$ cat src/rtl/sound_pkg.sv
// sound_pkg: shared definitions for the sample playback path.
//   - Default buffer address, sample and rate-divider widths.
//   - Playback reader FSM state encoding.
package sound_pkg;

  localparam int SND_ADDR_W = 10;  // 1024-entry sample buffer
  localparam int SND_DATA_W = 8;   // unsigned samples
  localparam int SND_DIV_W  = 16;  // sample-rate divider width

  typedef enum logic [1:0] {
    IDLE      = 2'd0,
    WAIT_TICK = 2'd1,
    FETCH     = 2'd2,
    CAPTURE   = 2'd3
  } play_state_t;

endpackage

$ cat src/rtl/sample_tick_gen.sv
// sample_tick_gen: sample-rate tick generator.
//   clk, reset_n : clock, async active-low reset
//   run          : counter runs while high, held at 0 while low
//   rate_div     : sample period minus one (values below 2 act as 2)
//   tick         : high for one cycle every max(rate_div,2)+1 clocks
module sample_tick_gen
  import sound_pkg::*;
#(
  parameter int DIV_W = SND_DIV_W
) (
  input  logic             clk,
  input  logic             reset_n,
  input  logic             run,
  input  logic [DIV_W-1:0] rate_div,
  output logic             tick
);

  logic [DIV_W-1:0] r_cnt;
  logic [DIV_W-1:0] w_limit;

  // A fetch takes three cycles, so the period can never be shorter.
  assign w_limit = (rate_div < DIV_W'(2)) ? DIV_W'(2) : rate_div;

  // >= keeps the counter from running away if rate_div is lowered mid-period.
  assign tick = run && (r_cnt >= w_limit);

  always_ff @(posedge clk or negedge reset_n) begin
    if (!reset_n)          r_cnt <= '0;
    else if (!run || tick) r_cnt <= '0;
    else                   r_cnt <= r_cnt + DIV_W'(1);
  end

endmodule

$ cat src/rtl/sample_playback_reader.sv
// sample_playback_reader: paces samples out of a circular buffer RAM.
//   clk, reset_n        : clock, async active-low reset
//   enable              : run playback; low returns to IDLE and holds read_ptr
//   flush               : one-cycle pulse, read_ptr jumps to write_ptr
//   rate_div            : sample period minus one, in clocks
//   write_ptr/read_ptr  : ADDR_W+1 bit pointers, MSB is the wrap bit
//   low_thresh          : low-water level
//   read_address        : RAM read address (read_ptr without wrap bit)
//   ram_data            : RAM data, valid one cycle after its address
//   sample_out          : current sample, sample_valid pulses on update
//   level               : buffered sample count
//   low_water           : registered level <= low_thresh
//   underrun            : sticky, set on a tick with an empty buffer
//   underrun_clr        : clears underrun (a simultaneous set wins)
module sample_playback_reader
  import sound_pkg::*;
#(
  parameter int ADDR_W = SND_ADDR_W,
  parameter int DATA_W = SND_DATA_W,
  parameter int DIV_W  = SND_DIV_W
) (
  input  logic              clk,
  input  logic              reset_n,
  input  logic              enable,
  input  logic              flush,
  input  logic [DIV_W-1:0]  rate_div,
  input  logic [ADDR_W:0]   write_ptr,
  input  logic [ADDR_W:0]   low_thresh,
  output logic [ADDR_W-1:0] read_address,
  input  logic [DATA_W-1:0] ram_data,
  output logic [ADDR_W:0]   read_ptr,
  output logic [DATA_W-1:0] sample_out,
  output logic              sample_valid,
  output logic [ADDR_W:0]   level,
  output logic              low_water,
  output logic              underrun,
  input  logic              underrun_clr
);

  localparam logic [DATA_W-1:0] MIDSCALE = {1'b1, {(DATA_W-1){1'b0}}};

  play_state_t       r_state, w_next_state;
  logic [ADDR_W:0]   r_read_ptr;
  logic [DATA_W-1:0] r_sample_out;
  logic              r_sample_valid;
  logic              r_underrun;
  logic              r_low_water;

  logic [ADDR_W:0]   w_level;
  logic              w_empty;
  logic              w_tick;
  logic              w_run;
  logic              w_capture;
  logic              w_urun_set;

  // Modular difference of the wrap-bit pointers: 0 = empty, 2^ADDR_W = full.
  assign w_level = write_ptr - r_read_ptr;
  assign w_empty = (w_level == '0);

  sample_tick_gen #(
    .DIV_W (DIV_W)
  ) u_tick (
    .clk      (clk),
    .reset_n  (reset_n),
    .run      (w_run),
    .rate_div (rate_div),
    .tick     (w_tick)
  );

  // State register
  always_ff @(posedge clk or negedge reset_n) begin
    if (!reset_n) r_state <= IDLE;
    else          r_state <= w_next_state;
  end

  // Next state. A flush during WAIT_TICK/FETCH drops the pending fetch;
  // one during CAPTURE is handled by gating w_capture.
  always_comb begin
    w_next_state = r_state;
    if (!enable) begin
      w_next_state = IDLE;
    end else begin
      case (r_state)
        IDLE:      w_next_state = WAIT_TICK;
        WAIT_TICK: if (w_tick && !w_empty && !flush) w_next_state = FETCH;
        FETCH:     w_next_state = flush ? WAIT_TICK : CAPTURE;
        CAPTURE:   w_next_state = WAIT_TICK;
        default:   w_next_state = IDLE;
      endcase
    end
  end

  // Control strobes. The tick counter keeps running through FETCH and
  // CAPTURE so the sample period does not stretch.
  always_comb begin
    w_run      = enable && (r_state != IDLE);
    w_capture  = enable && (r_state == CAPTURE) && !flush;
    w_urun_set = enable && (r_state == WAIT_TICK) && w_tick && w_empty;
  end

  // Datapath
  always_ff @(posedge clk or negedge reset_n) begin
    if (!reset_n) begin
      r_read_ptr     <= '0;
      r_sample_out   <= MIDSCALE;
      r_sample_valid <= 1'b0;
      r_underrun     <= 1'b0;
      r_low_water    <= 1'b1;
    end else begin
      if (flush)          r_read_ptr <= write_ptr;
      else if (w_capture) r_read_ptr <= r_read_ptr + 1'b1;

      if (w_capture) r_sample_out <= ram_data;
      r_sample_valid <= w_capture;

      if (w_urun_set)        r_underrun <= 1'b1;
      else if (underrun_clr) r_underrun <= 1'b0;

      r_low_water <= (w_level <= low_thresh);
    end
  end

  assign read_address = r_read_ptr[ADDR_W-1:0];
  assign read_ptr     = r_read_ptr;
  assign sample_out   = r_sample_out;
  assign sample_valid = r_sample_valid;
  assign level        = w_level;
  assign low_water    = r_low_water;
  assign underrun     = r_underrun;

endmodule

$ cat config.mk
export PLATFORM = sky130hd
export DESIGN_NAME = sample_playback_reader
export DESIGN_NICKNAME = d
export VERILOG_FILES = /design/src/rtl/sound_pkg.sv /design/src/rtl/sample_tick_gen.sv /design/src/rtl/sample_playback_reader.sv
export SDC_FILE = /design/constraint.sdc
export NUM_CORES = 1
export LEC_CHECK = 0
export CAP_MARGIN = 15
export CORE_MARGIN = 4
export CORE_UTILIZATION = 44
export DETAILED_ROUTE_END_ITERATION = 10
export PLACE_DENSITY = 0.72
export SLEW_MARGIN = 20
export SYNTH_ARGS = -nofsm -noshare
export SYNTH_HDL_FRONTEND = slang
export SYNTH_HIERARCHICAL = 1
export SYNTH_SLANG_ARGS = --single-unit
$ cat constraint.sdc
create_clock -name clk -period 4 [get_ports clk]
set_clock_uncertainty 0.05 [all_clocks]
set_input_delay 0.4 -clock clk [delete_from_list [all_inputs] [get_ports clk]]
set_output_delay 0.4 -clock clk [all_outputs]
set_load 0.01 [all_outputs]
### After elaboration in Yosys (flattened, before gate mapping)

Cells that the tools add are included.

* flip-flop bits (word level): 40
* word-level logic and storage cells: 46
* output and inout port bits: 43
* bits of input ports: 51

* muxes and demuxes: 10
* magnitude comparators: 3
* equality and inequality tests: 4
* reductions and logical operators: 19
* add/sub/neg operators: 3

Operators by type and width (number)
* 16-bit two-way mux: 2
* 11-bit two-way mux: 2
* 16-bit by 1-bit adder with 16-bit output (second input constant): 1
* 16-bit greater-or-equal comparator: 1
* 16-bit by 2-bit less-than comparator with 1-bit output (second input constant): 1
* 11-bit by 1-bit adder with 11-bit output (second input constant): 1
* 11-bit <= comparator: 1
* 11-bit zero test: 1
* 11-bit subtractor: 1
* 1-bit logical AND: 9
* 2-bit two-way mux: 3
* 2-bit one-hot mux with 3 select lines: 1
* 2-bit nonzero test: 3
* 2-bit == test (second input constant): 2
* 1-bit zero test: 3
* 3-bit != test (second input constant): 1
* 2-bit by 1-bit == test with 1-bit output (second input constant): 1
* 2-bit zero test: 1
* 1-bit two-way mux: 2
* 2-bit OR reduction: 1
* 1-bit logical OR: 1

### Depth between registers and ports, before layout

Gate-level depths: netlist of the first run.

* depth in word-level cells: 9
* depth in mapped cells: 13
* mapped depth without buffers: 13

### Cells and area by module

The synthesis of the first run kept the hierarchy.

Modules (own cells, without submodules)
* sample_playback_reader: times used 1, area each 2132.0 µm², seq. area each 603.1 µm², cells each 236
* sample_tick_gen: times used 1, area each 1302.5 µm², seq. area each 400.4 µm², cells each 135

### Worst setup path before layout of the first run

No wires, ideal clock.

* kind: register to register
* start point: register r_read_ptr[0], in the netlist read_ptr[0]
* end point: register r_low_water, in the netlist low_water
* required time: 3.888 ns
* setup time: 0.062 ns
* clock period less this slack: 3.255 ns
* arrival time: 3.143 ns
* stages on the path, launching flop included: 12
* buffers on the path: 0
* path slack: 0.745 ns
* cells stage by stage: dfrtp_1 > ha_1 > inv_1 > fa_1 > a21o_1 > a221oi_4 > a211oi_1 > a31oi_1 > ha_1 > a2111oi_0 > nor2b_1 > a221o_1

* cells in the longest elaborated chain, start to end: 2

Ends and longest elaborated chain
* start, declared: RTL line sample_playback_reader.sv:43 `logic [ADDR_W:0] r_read_ptr;`
* start signal, assigned: RTL line sample_playback_reader.sv:110 `if (flush) r_read_ptr <= write_ptr;`
* start signal, assigned: RTL line sample_playback_reader.sv:111 `else if (w_capture) r_read_ptr <= r_read_ptr + 1'b1;`
* 11-bit subtractor: RTL line sample_playback_reader.sv:57 `assign w_level = write_ptr - r_read_ptr;`
* via level[10]: RTL line sample_playback_reader.sv:34 `output logic [ADDR_W:0] level,`
* 11-bit <= comparator: RTL line sample_playback_reader.sv:119 `r_low_water <= (w_level <= low_thresh);`
* end signal, assigned: RTL line sample_playback_reader.sv:119
* end, declared: RTL line sample_playback_reader.sv:47 `logic r_low_water;`

The timed path passes the listed nets, and every way through them passes these cells.
A chain may end at the register's enable or synchronous reset.

### Final worst setup path of the first run

* start point: input write_ptr[0]
* end point: output level[10]

* cells in the longest elaborated chain, start to end: 1

Ends and longest elaborated chain
* start, declared: RTL line sample_playback_reader.sv:27 `input logic [ADDR_W:0] write_ptr,`
* 11-bit subtractor: RTL line sample_playback_reader.sv:57
* end, declared: RTL line sample_playback_reader.sv:34

Every way passes these cells.

==> flow_summary.yaml, run 1 <==
run_status:
  outcome: "complete, no violations"
synthesis:
  syn_area_per_cell_um2: 9.26
  synth.distinct_cells: 66
  post-synth-top-count-cell: "sky130_fd_sc_hd__inv_1"
  synth_warnings: 6
  post_synth_top_area_share: 0.277
  post_synth_most_frequent_cells: "sky130_fd_sc_hd__inv_1, sky130_fd_sc_hd__ha_1, sky130_fd_sc_hd__dfrtp_1"
  syn_area_um2: 3430
  synth.area.top_cells: "sky130_fd_sc_hd__dfrtp_1, sky130_fd_sc_hd__ha_1, sky130_fd_sc_hd__inv_1, sky130_fd_sc_hd__xnor2_1, sky130_fd_sc_hd__nor3_1"
  ys_async_sr_fraction: 1.00
  synth_top_flop_cell: "sky130_fd_sc_hd__dfrtp_1"
  synthesis_stage_register_bit_count: 40
  yosysTopAreaCell: "sky130_fd_sc_hd__dfrtp_1"
  synth_seq_area_share: 0.292
  synthesis.nets: 462
  synth_edf_count: 0
  post_synth_inst_count: 371
floorplanning:
  rows: 31
  start_util: 0.464
  die-width_um: 96.4
  boundaryPins: 94
  die_area_um2: 9280
  floorplan.die.height_um: 96.4
  placeableCoreArea_um2: 7410
place:
  io_buffers: 93
  dpl.hpwl_um: 7010
  place.gp.congestion: 0.847
  postPlaceCellArea_um2: 4400
global_route:
  grt_pass1_wl_um: 14300
  grt_pass1_vias: 3051
  track_usage: 0.195
  grt_antenna_before_repair: 0
  overflow: 0
  grt_start_max_net_pins: 41
timing:
  timing.setup.tns_ps: 0
  remaining_max_slew_budget_at_the_tightest_pin: 0.378
  setup-violations-final: 0
  hold_ws_ps: 191
  hold_violations: 0
  actual_transition_at_the_worst_max_transition_pin_ps: 933
  fmax_mhz: 275
  final-max-slew-violation-count: 0
  layout_min_cycle_time_ps: 3630
  period_share: 0.909
  grt_setup_unrepaired: "false"
worst_setup_path:
  critical_path.max_stage_delay_ps: 540
  worst_path_max_delay_cell: "sky130_fd_sc_hd__clkdlybuf4s50_1"
  crit_arrival_ps: 3180
  critPathLaunchType: "input pin"
  path_cells: "clkdlybuf4s50_1 -> inv_1 -> ha_1 -> inv_1 -> fa_1 -> a21o_1 -> a221oi_4 -> a211oi_1 -> a31oi_1 -> buf_4 -> clkdlybuf4s50_1"
  critical_path_buffers_and_inverters: 5
  crit_path_required_time_ps: 3550
  capturing_element_type_of_the_critical_path: "primary output"
  worstPathMaxFanout: 3
  critical-path-top-delay-family: "buffers and inverters"
  worstSetupPathType: "input pin to primary output"
routing:
  drt.antenna.violating_nets: 0
  detailedRoute.firstIterationViolations: 108
  wl_um: 8740
  routed_wire_length_per_instance_um: 15.7
  drc: 0
  viasPerCell: 5.51
  routed-via-count: 3058
  drt_pre_antenna_iters: 4
clock_network:
  cts.clk_slew.worst_paths_ps: 80
  post_cts.repair.setup_buffers: 0
  clock_insertion_delay_at_the_later_pin_of_the_skew_report_ps: 290
  ctsResizeCount: 0
  cts_buffer_depth: 2
  tritoncts_buffer_count: 5
  cts_tree: "done"
  clock-sinks: 40
  cts_root_buffer: "sky130_fd_sc_hd__clkbuf_8"
  cts_hold_buf: 0
  maximum_level_of_the_cts_h_tree: 2
power_and_ir_drop:
  power.leakage_nw: 1.99
  post-layout-total-power_mw: 1.24
  p_per_area_nw_per_um2: 276
  ir_drop_v: 0.000174
cells_and_area:
  final_cell_area_um2: 4480
  multi_input_area_um2: 2160
  area.growth.synth_to_final_pct: 30.5
  post_route_cells_drive_above_1_share: 0.0899
  sequential_cell_area_um2: 1000
  final_layout_net_count: 546
  num-fill-cells: 658
  antenna_diode_count: 0
min_path:
  worstHoldPathType: "input pin to asynchronous set/reset pin"
flow_run:
  cap_viol_max_count: 0
-- area by class of cell --
cell class,count,share of cell area
Multi-Input combinational cell,270,0.481
Sequential cell,40,0.224
Timing Repair Buffer,97,0.213
Inverter,41,0.0343
Tap cell,99,0.0276
Clock buffer,5,0.0154
Clock inverter,3,0.00419
-- per-layer routing --
layer,global-route usage,routed length [µm],share of wire,vias to the layer above
li1,-,-,-,1507
met1,0.271,4140,0.47,1452
met2,0.321,4080,0.47,92
met3,0.0360,464,0.053,7
met4,0.0327,56,0.0064,0
met5,0,0,0,-
-- through the flow --
stage / instances / setup slack (ps) / utilization
floorplan: 371 / 745 / -
global placement: 547 / 321 / 0.593
detailed placement: 547 / 219 / 0.593
CTS: 555 / 388 / 0.605
global route: 555 / 125 / 0.605
finish: 555 / 365 / 0.605
-- final timing paths --
path	from	to	slack (ps)	depth (start not counted)
worst max-delay path	write_ptr[0]	level[10]	370	11
worst min-delay path	reset_n	sample_out[6]$_DFFE_PN0P_	190	1
worst max register to register	read_ptr[0]$_DFFE_PN0P_	low_water$_DFF_PN1_	550	11
worst min register to register	sample_out[2]$_DFFE_PN0P_	sample_out[2]$_DFFE_PN0P_	460	1
max in group asynchronous	reset_n	read_ptr[3]$_DFFE_PN0P_	3120	1
min in group clk	sample_out[2]$_DFFE_PN0P_	sample_out[2]$_DFFE_PN0P_	460	1
-- power by group --
group | internal (mW) | total, mW | leakage, nW | switching [mW]
combinational | 0.272 | 0.522 | 1.42 | 0.250
clock | 0.122 | 0.270 | 0.0479 | 0.148
sequential | 0.424 | 0.445 | 0.528 | 0.0205
total | 0.818 | 1.24 | 1.99 | 0.419
-- sequential cells by signal, summed over array words and instances (netlist names) --
register      flops
low_water         1
sample_out        8
underrun          1
u_tick/r_cnt     16
r_state           2
sample_valid      1
read_ptr         11
-- cells by family (layout without fill, tap and decap cells) --
family / after synthesis / after routing / synth area share
AOI/OAI and AO/OA: 78 / 78 / 0.187
xor gates and xnor gates: 29 / 29 / 0.0740
and+or+nand+nor: 114 / 114 / 0.190
adders and majority gates: 40 / 40 / 0.148
buffers and inverters: 61 / 146 / 0.0794
muxes: 9 / 9 / 0.0291
DFF: 40 / 40 / 0.292
-- layout by cell type, fill, tap and decap left out, types with 3 or more instances in the layout --
cell type and n:
sky130_fd_sc_hd__clkdlybuf4s50_1 92, sky130_fd_sc_hd__inv_1 41, sky130_fd_sc_hd__ha_1 39, sky130_fd_sc_hd__dfrtp_1 38, sky130_fd_sc_hd__nor3_1 24, sky130_fd_sc_hd__nand2_1 20
sky130_fd_sc_hd__xnor2_1 17, sky130_fd_sc_hd__o21ai_0 15, sky130_fd_sc_hd__nand3_1 13, sky130_fd_sc_hd__xor2_1 12, sky130_fd_sc_hd__o21a_1 11, sky130_fd_sc_hd__a21oi_1 11
sky130_fd_sc_hd__nand4_1 10, sky130_fd_sc_hd__nor2_1 8, sky130_fd_sc_hd__mux2_2 8, sky130_fd_sc_hd__and3_1 6, sky130_fd_sc_hd__a21o_1 6, sky130_fd_sc_hd__nor2b_1 5
sky130_fd_sc_hd__clkbuf_8 5, sky130_fd_sc_hd__a211oi_1 4, sky130_fd_sc_hd__buf_4 4, sky130_fd_sc_hd__nor4_1 4, sky130_fd_sc_hd__and2_1 3, sky130_fd_sc_hd__nand2b_1 3
(Power assumes the default switching activity.)
==> inputs of run 2 (changes only) <==
--- a/config.mk
+++ b/config.mk
@@ -5,7 +5,7 @@
 export SDC_FILE = /design/constraint.sdc
 export NUM_CORES = 1
 export LEC_CHECK = 0
-export CAP_MARGIN = 15
+export CAP_MARGIN = 20
 export CORE_MARGIN = 4
 export CORE_UTILIZATION = 44
 export DETAILED_ROUTE_END_ITERATION = 10
==> results of run 2 <==
Final layout, timing and power as in run 1 (identical DEF).
